File: src/rtl/cfo_estimator_p.sv
// Delay-and-correlate CFO estimator with an iterative vectoring CORDIC phase stage.
// Optional CFOE_MAG_EN adds the uncompensated correlation magnitude output corr_mag_o.
module cfo_estimator_p #(
  parameter int unsigned DW      = 12,
  parameter int unsigned LAG     = 64,
  parameter int unsigned ACC_LEN = 64,
  parameter int unsigned ITER    = 16,
  parameter int unsigned PW      = 18,
  localparam int unsigned AccW   = 2 * DW + 1 + $clog2(ACC_LEN)
) (
  input  logic                 clk_i,
  input  logic                 rst_ni,
  input  logic signed [DW-1:0] di_re_i,
  input  logic signed [DW-1:0] di_im_i,
  input  logic                 di_vld_i,
  input  logic                 packet_start_i,
  output logic signed [DW-1:0] do_re_o,
  output logic signed [DW-1:0] do_im_o,
  output logic                 do_vld_o,
  output logic                 cs_start_o,
  output logic signed [PW-1:0] cfo_estimated_o,
  output logic                 cfo_estimated_vld_o,
`ifdef CFOE_MAG_EN
  output logic [AccW+1:0]      corr_mag_o,
`endif
  output logic                 busy_o
);

  localparam int unsigned PrW   = 2 * DW + 1;
  localparam int unsigned XW    = AccW + 2;
  localparam int unsigned FracW = PW - 3;
  localparam int unsigned IW    = (ITER > 1) ? $clog2(ITER) : 1;
  localparam int unsigned CW    = $clog2(LAG + ACC_LEN) + 1;

  typedef logic [(1 << IW)-1:0][PW-1:0] atan_tab_t;

  // atan(2^-i) scaled by 2^32
  function automatic logic [63:0] atan32(input int i);
    case (i)
      0:  return 64'd3373259426;
      1:  return 64'd1991351318;
      2:  return 64'd1052175346;
      3:  return 64'd534100635;
      4:  return 64'd268086748;
      5:  return 64'd134174063;
      6:  return 64'd67103403;
      7:  return 64'd33553749;
      8:  return 64'd16777131;
      9:  return 64'd8388597;
      10: return 64'd4194303;
      default: return (i < 32) ? (64'd1 << (32 - i)) : 64'd0;
    endcase
  endfunction

  function automatic logic [PW-1:0] round32(input logic [63:0] v);
    return PW'((v + (64'd1 << (31 - FracW))) >> (32 - FracW));
  endfunction

  function automatic atan_tab_t atan_init();
    atan_tab_t t;
    t = '0;
    for (int i = 0; i < (1 << IW); i++) begin
      if (i < int'(ITER)) t[i[IW-1:0]] = round32(atan32(i));
    end
    return t;
  endfunction

  localparam atan_tab_t       AtanTab = atan_init();
  localparam logic [PW-1:0]   PiQ     = round32(64'd13493037705);

  typedef enum logic [2:0] {StIdle, StFill, StAcc, StDrain, StLoad, StIter, StDone} state_e;

  state_e                state_q, state_d;
  logic [CW-1:0]         cnt_q, cnt_d;
  logic [IW-1:0]         it_q, it_d;
  logic signed [DW-1:0]  dly_re_q [LAG];
  logic signed [DW-1:0]  dly_im_q [LAG];
  logic signed [DW-1:0]  do_re_q, do_im_q;
  logic                  do_vld_q, cs_start_q, cs_start_d;
  logic signed [PrW-1:0] p_re_q, p_im_q, p_re_d, p_im_d;
  logic signed [AccW-1:0] acc_re_q, acc_im_q, acc_re_d, acc_im_d;
  logic                  acc_en_q, acc_clr, win_vld, load, iter_en, done;
  logic signed [XW-1:0]  x_q, y_q, x_d, y_d, x_sh, y_sh;
  logic signed [PW-1:0]  z_q, z_d, cfo_q, cfo_d;
  logic                  zero_q, zero_d, cfo_vld_q;
  logic signed [DW-1:0]  dly_re, dly_im;
  logic signed [PrW-1:0] ire_x, iim_x, dre_x, dim_x;

  assign dly_re = dly_re_q[LAG-1];
  assign dly_im = dly_im_q[LAG-1];
  assign ire_x  = PrW'(di_re_i);
  assign iim_x  = PrW'(di_im_i);
  assign dre_x  = PrW'(dly_re);
  assign dim_x  = PrW'(dly_im);

  // di * conj(dly): phase advance across the lag
  assign p_re_d = ire_x * dre_x + iim_x * dim_x;
  assign p_im_d = iim_x * dre_x - ire_x * dim_x;

  always_comb begin
    state_d    = state_q;
    cnt_d      = cnt_q;
    it_d       = it_q;
    acc_clr    = 1'b0;
    win_vld    = 1'b0;
    cs_start_d = 1'b0;
    load       = 1'b0;
    iter_en    = 1'b0;
    done       = 1'b0;
    unique case (state_q)
      StIdle: begin
        if (packet_start_i && di_vld_i) begin
          state_d = StFill;
          cnt_d   = CW'(1);
          acc_clr = 1'b1;
        end
      end
      StFill: begin
        if (di_vld_i) begin
          if (cnt_q == CW'(LAG - 1)) begin
            state_d = StAcc;
            cnt_d   = '0;
          end else begin
            cnt_d = cnt_q + CW'(1);
          end
        end
      end
      StAcc: begin
        if (di_vld_i) begin
          win_vld    = 1'b1;
          cs_start_d = (cnt_q == '0);
          if (cnt_q == CW'(ACC_LEN - 1)) begin
            state_d = StDrain;
            cnt_d   = '0;
          end else begin
            cnt_d = cnt_q + CW'(1);
          end
        end
      end
      StDrain: state_d = StLoad;
      StLoad: begin
        load    = 1'b1;
        it_d    = '0;
        state_d = StIter;
      end
      StIter: begin
        iter_en = 1'b1;
        it_d    = it_q + IW'(1);
        if (it_q == IW'(ITER - 1)) state_d = StDone;
      end
      StDone: begin
        done    = 1'b1;
        state_d = StIdle;
      end
      default: state_d = StIdle;
    endcase
  end

  always_comb begin
    acc_re_d = acc_re_q;
    acc_im_d = acc_im_q;
    if (acc_clr) begin
      acc_re_d = '0;
      acc_im_d = '0;
    end else if (acc_en_q) begin
      acc_re_d = acc_re_q + AccW'(p_re_q);
      acc_im_d = acc_im_q + AccW'(p_im_q);
    end
  end

  assign x_sh = x_q >>> it_q;
  assign y_sh = y_q >>> it_q;

  always_comb begin
    x_d    = x_q;
    y_d    = y_q;
    z_d    = z_q;
    zero_d = zero_q;
    if (load) begin
      zero_d = (acc_re_q == '0) && (acc_im_q == '0);
      // Left half-plane: rotate by pi first so the iterations see x >= 0
      if (acc_re_q[AccW-1]) begin
        x_d = -XW'(acc_re_q);
        y_d = -XW'(acc_im_q);
        z_d = acc_im_q[AccW-1] ? -PiQ : PiQ;
      end else begin
        x_d = XW'(acc_re_q);
        y_d = XW'(acc_im_q);
        z_d = '0;
      end
    end else if (iter_en) begin
      if (!y_q[XW-1]) begin
        x_d = x_q + y_sh;
        y_d = y_q - x_sh;
        z_d = z_q + $signed(AtanTab[it_q]);
      end else begin
        x_d = x_q - y_sh;
        y_d = y_q + x_sh;
        z_d = z_q - $signed(AtanTab[it_q]);
      end
    end
  end

  assign cfo_d = zero_q ? '0 : z_q;

  always_ff @(posedge clk_i) begin
    if (!rst_ni) begin
      state_q    <= StIdle;
      cnt_q      <= '0;
      it_q       <= '0;
      for (int i = 0; i < LAG; i++) begin
        dly_re_q[i] <= '0;
        dly_im_q[i] <= '0;
      end
      do_re_q    <= '0;
      do_im_q    <= '0;
      do_vld_q   <= 1'b0;
      cs_start_q <= 1'b0;
      p_re_q     <= '0;
      p_im_q     <= '0;
      acc_re_q   <= '0;
      acc_im_q   <= '0;
      acc_en_q   <= 1'b0;
      x_q        <= '0;
      y_q        <= '0;
      z_q        <= '0;
      zero_q     <= 1'b0;
      cfo_q      <= '0;
      cfo_vld_q  <= 1'b0;
    end else begin
      state_q    <= state_d;
      cnt_q      <= cnt_d;
      it_q       <= it_d;
      if (di_vld_i) begin
        dly_re_q[0] <= di_re_i;
        dly_im_q[0] <= di_im_i;
        for (int i = 1; i < LAG; i++) begin
          dly_re_q[i] <= dly_re_q[i-1];
          dly_im_q[i] <= dly_im_q[i-1];
        end
        p_re_q <= p_re_d;
        p_im_q <= p_im_d;
      end
      do_re_q    <= dly_re;
      do_im_q    <= dly_im;
      do_vld_q   <= di_vld_i;
      cs_start_q <= cs_start_d;
      acc_en_q   <= win_vld;
      acc_re_q   <= acc_re_d;
      acc_im_q   <= acc_im_d;
      x_q        <= x_d;
      y_q        <= y_d;
      z_q        <= z_d;
      zero_q     <= zero_d;
      cfo_vld_q  <= done;
      if (done) cfo_q <= cfo_d;
    end
  end

`ifdef CFOE_MAG_EN
  logic [AccW+1:0] mag_q;

  always_ff @(posedge clk_i) begin
    if (!rst_ni) begin
      mag_q <= '0;
    end else if (done) begin
      mag_q <= zero_q ? '0 : x_q;
    end
  end

  assign corr_mag_o = mag_q;
`endif

  assign do_re_o             = do_re_q;
  assign do_im_o             = do_im_q;
  assign do_vld_o            = do_vld_q;
  assign cs_start_o          = cs_start_q;
  assign cfo_estimated_o     = cfo_q;
  assign cfo_estimated_vld_o = cfo_vld_q;
  assign busy_o              = (state_q != StIdle);

endmodule
File: config.mk
export PLATFORM = sky130hd
export DESIGN_NAME = cfo_estimator_p
export DESIGN_NICKNAME = d
export VERILOG_FILES = /design/src/rtl/cfo_estimator_p.sv
export SDC_FILE = /design/constraint.sdc
export NUM_CORES = 2
export LEC_CHECK = 0
export ABC_AREA = 1
export BUFFER_PORTS_ARGS = -buffer_cell sky130_fd_sc_hd__buf_2
export CAP_MARGIN = 15
export CORE_ASPECT_RATIO = 1.4
export CORE_MARGIN = 5
export CORE_UTILIZATION = 60
export CTS_CLUSTER_DIAMETER = 100
export CTS_CLUSTER_SIZE = 8
export DETAILED_ROUTE_END_ITERATION = 6
export PLACE_DENSITY = 0.76
export REMOVE_ABC_BUFFERS = 1
export SLEW_MARGIN = 20
export SYNTH_ARGS = -nofsm -noshare
export SYNTH_HDL_FRONTEND = slang
export SYNTH_SLANG_ARGS = --single-unit
File: constraint.sdc
create_clock -name clk_i -period 38.7 [get_ports clk_i]
set_clock_uncertainty 0.05 [all_clocks]
set_input_delay 3.87 -clock clk_i [delete_from_list [all_inputs] [get_ports clk_i]]
set_output_delay 3.87 -clock clk_i [all_outputs]
set_load 0.01 [all_outputs]
==> metrics.md <==
| Metric | Value |
|---|---|
| Hold depth | 2 |
| 1st-iter DRT viols | 5490 |
| Worst IR drop on VDD | around 0.22 mV |
| Critical path buffers and inverters | 7 |
| Rows | ~180 |
| Post-route ant nets | 0 |
| Hold/Removal Path Class | flip-flop to flip-flop |
| Leakage | between 50 and 60 nW |
| Final net count | roughly 12000 |
| Post-synth top flop | edfxtp_1 |
| Drt pass-1 iters | 6 |
| Vias per cell | between 5 and 6 |
| YS warnings | 0 |
| Internal | 5.44 mW |
| Antenna violations before repair | 6 |
| Setup crit start kind | input pin |
| Worst path cell trace | buf_2, nand2_1, inv_1, fa_1, fa_1, inv_1, fa_1, inv_1, fa_1, inv_1, fa_1, fa_1, inv_1, fa_1, inv_1, ha_1, nand2_1, nor4_1, nand4_1, nand3_1, a31oi_1, nand2_1, nand2_1, o21ai_0 |
| Synth-to-layout area growth | 9.35% |
| Port Buf Inserts | 73 |
| Post-cts resize count | 0 |
| Die Y | slightly above 500 um |
| Number of cells on the critical path | 24 |
| Root Driver | clkbuf_16 |
| Clock share of power | a little over a fifth |
| Sw Ratio | 43.9% |
| Post-CTS setup buffer count | 0 |
| Worst-case clock buffer depth | 4 |
| Clock-pin slew on the worst setup and hold paths | 50 ps |
| Sw Pwr | between 4 and 5 mW |
| Cells after Synth | around 11000 |
| First-pass GRT wire length | between 300 and 400 mm |
| Avg WL per Cell | 17.7 um |
| Congestion Overflow GR | 0 |
| Total CTS buffers | ~280 |
| Vias | 73004 |
| Post-place instance area | around 0.11 mm^2 |
| CORE AREA | roughly 0.18 mm^2 |
| Share of cells above drive strength 1 | 4.57% |
| Most common cell on crit path | fa_1 |
| Flop pwr share | about a quarter |
| Max-slew violations | 0 |
| RSZ-0062 raised after global routing | false |
| Data required, critical path | roughly 39000 ps |
| CP max-delay cell | fa_1 |
| Hold Buf Count CTS | 0 |
| F_max | ~100 MHz |
| Chip Width | 364 um |
| Fillers | between 10000 and 15000 |
| Post-synth EDFFs | between 1500 and 2000 |
| Final setup TNS | 0 ps |
| CTS tree | built |
| Cell count of the worst reg-to-reg path | 25 |
| Final Hold Fails | 0 |
| CP delay by family, top | adder cells |
| Final WL | approximately 250 mm |
| Slew @ Worst Pin | between 1000 and 1500 ps |
| Sink Count | 1809 |
| Pin count of the biggest net entering global routing | ~240 |
| Starting Density | 60.2% |
| GPL Wtd Cong | 0.929 |
| Unique masters post-synth | 56 |
| Worst Path Max Fanout | 24 |
| Worst setup EP type | flip-flop |
| Worst-skew pair later-pin latency | 880 ps |
| Worst Setup Path Type | input pin to flip-flop |
| Sequential share of the synthesized area | between 40% and 50% |
| Comb pwr share | 53.6% |
| Final Cycle Share | around 25% |
| Critical path arrival | around 11000 ps |
| Run status | finished, final reports clean |
| DRC | 0 |
| Slew headroom | between 20% and 30% |
| Slowest stage delay, CP | around 550 ps |
| Hpwl dp | ~170 mm |
| Post-synth ARST share | 0% |
| Die area | roughly 0.18 mm^2 |
| H-tree depth | 5 |
| Final Cell Area | 0.115 mm^2 |
| Vias in the first global route | 75736 |
| Final setup viols | 0 |
| Syn Area/Cell | ~9 um^2 |
| GRT Overall Usage | a little over a quarter |
| Maxcap violations | 0 |
| Crit path time final | between 9000 and 10000 ps |
| # IOs | between 70 and 80 |
| Flops & latches, synth | 1809 |
| Hold slack | ~410 ps |
| Power Density | ~84 mW/mm^2 |
| Synthesized cell area | ~0.11 mm^2 |
==> synth_stat cells, types with 11 or more instances <==
library cell  instances  area [um^2]
a21o_1               20          150
a21oi_1             417         2090
a221oi_1             13          114
a31oi_1              53          332
buf_1                24         90.1
buf_2                28          140
clkbuf_1            376         1410
dfxtp_1             273         5470
edfxtp_1           1536        46100
fa_1                656        13100
ha_1                344         4300
inv_1              2957        11100
inv_2                13         48.8
nand2_1            2236         8390
nand3_1             395         1980
nand4_1              38          238
nor2_1             1202         4510
nor2_2               15         93.8
nor3_1               45          225
nor4_1               24          150
o211ai_1             40          300
o21a_1               11         82.6
o21ai_0             369         1850
o21ai_1              36          180
o21bai_1             12         90.1
or2_2                22          138
xnor2_1              65          569
xor2_1              133         1160
==> flip-flops by register name (all words and copies together), names as in the netlist, named ones only <==
name and count:
acc_en_q 1, p_re_q 25, y_q 33, p_im_q 25, dly_re_q 768, cfo_estimated_vld_o 1, acc_im_q 31, it_q 4
cs_start_o 1, zero_q 1, do_re_o 12, acc_re_q 31, state_q 3, z_q 18, cfo_estimated_o 18, cnt_q 8
x_q 33, do_im_o 12, do_vld_o 1, dly_im_q 768
==> through the flow <==
step	util (%)	total power, mW	setup WS (ps)	instances
after CTS	65.7	9.74	29010	13873
final	65.8	9.71	28900	13881
after global placement	61.4	7.54	28190	13472
after detailed placement	61.4	7.57	28120	13472
after floorplan	-	6.26	2490	11022
after global routing	65.8	10.6	28500	13878
==> path summary, 6_finish.rpt <==
path	to	slack (ps)	from
worst max-delay path	p_im_q[24]$_SDFFE_PN0P_	28900	di_re_i[11]
worst min-delay path	cfo_estimated_o[0]$_SDFFE_PN0P_	410	cfo_estimated_o[0]$_SDFFE_PN0P_
worst max register to register	p_im_q[21]$_SDFFE_PN0P_	31660	dly_im_q[0][757]$_SDFFCE_PN0P_
worst min register to register	cfo_estimated_o[0]$_SDFFE_PN0P_	410	cfo_estimated_o[0]$_SDFFE_PN0P_
==> kinds of logic (layout without fill, tap and decap cells) <==
logic type / after synthesis / in the layout / share of synthesized area, %
other cells: 0 / 4 / 0
xor+xnor: 198 / 198 / 1.65
buf+inv: 3418 / 3530 / 12.3
compound gates: 1040 / 1040 / 5.46
flops: 1809 / 1809 / 49.0
simple gates: 4000 / 4000 / 15.1
fa+ha+maj: 1000 / 1000 / 16.6
==> layer usage <==
layer	track usage (%)	part of all wire, %	vias up
met3	4.26	5.1	776
met2	48.1	51	2104
met1	31.3	37	35145
met5	0	0.014	-
li1	-	-	34975
met4	14.9	6.3	4
==> tightest hold or removal path, delay by kind of cell (launching register included) <==
kind,cells,cell delay (ps)
compound gates,1,50
simple gates,1,60
flops,1,300
==> power by group through the flow <==
stage / Sequential (mW) / Clock [mW] / Combinational [mW]
global placement: 2.42 / 0 / 5.12
finish: 2.39 / 2.12 / 5.20
detailed placement: 2.42 / 0 / 5.14
floorplan: 2.47 / 0 / 3.79
CTS: 2.39 / 2.16 / 5.19
global route: 2.40 / 2.26 / 5.96
==> cells in the final DEF, fill, tap and decap left out, drive strengths merged, types with 344 or more instances in the layout <==
cell    netlist  routed
nand3       396     396
nor2       1220    1220
ha          344     344
nand2      2242    2242
fa          656     656
edfxtp     1536    1536
o21ai       410     410
inv        2970    2972
clkbuf      376     390
a21oi       419     419
==> layout make-up <==
class | count | area (um^2) | area share, %
multi-input cells | 6238 | 40900 | 35.5
clock inverters | 11 | 134 | 0.116
flip-flops and latches | 1809 | 51600 | 44.8
repair buffers | 154 | 1120 | 0.970
well taps | 2300 | 2880 | 2.50
clock buffers | 390 | 7440 | 6.46
diodes | 4 | 10.0 | 0.00869
inverters | 2975 | 11200 | 9.70
(Power assumes the default switching activity.)
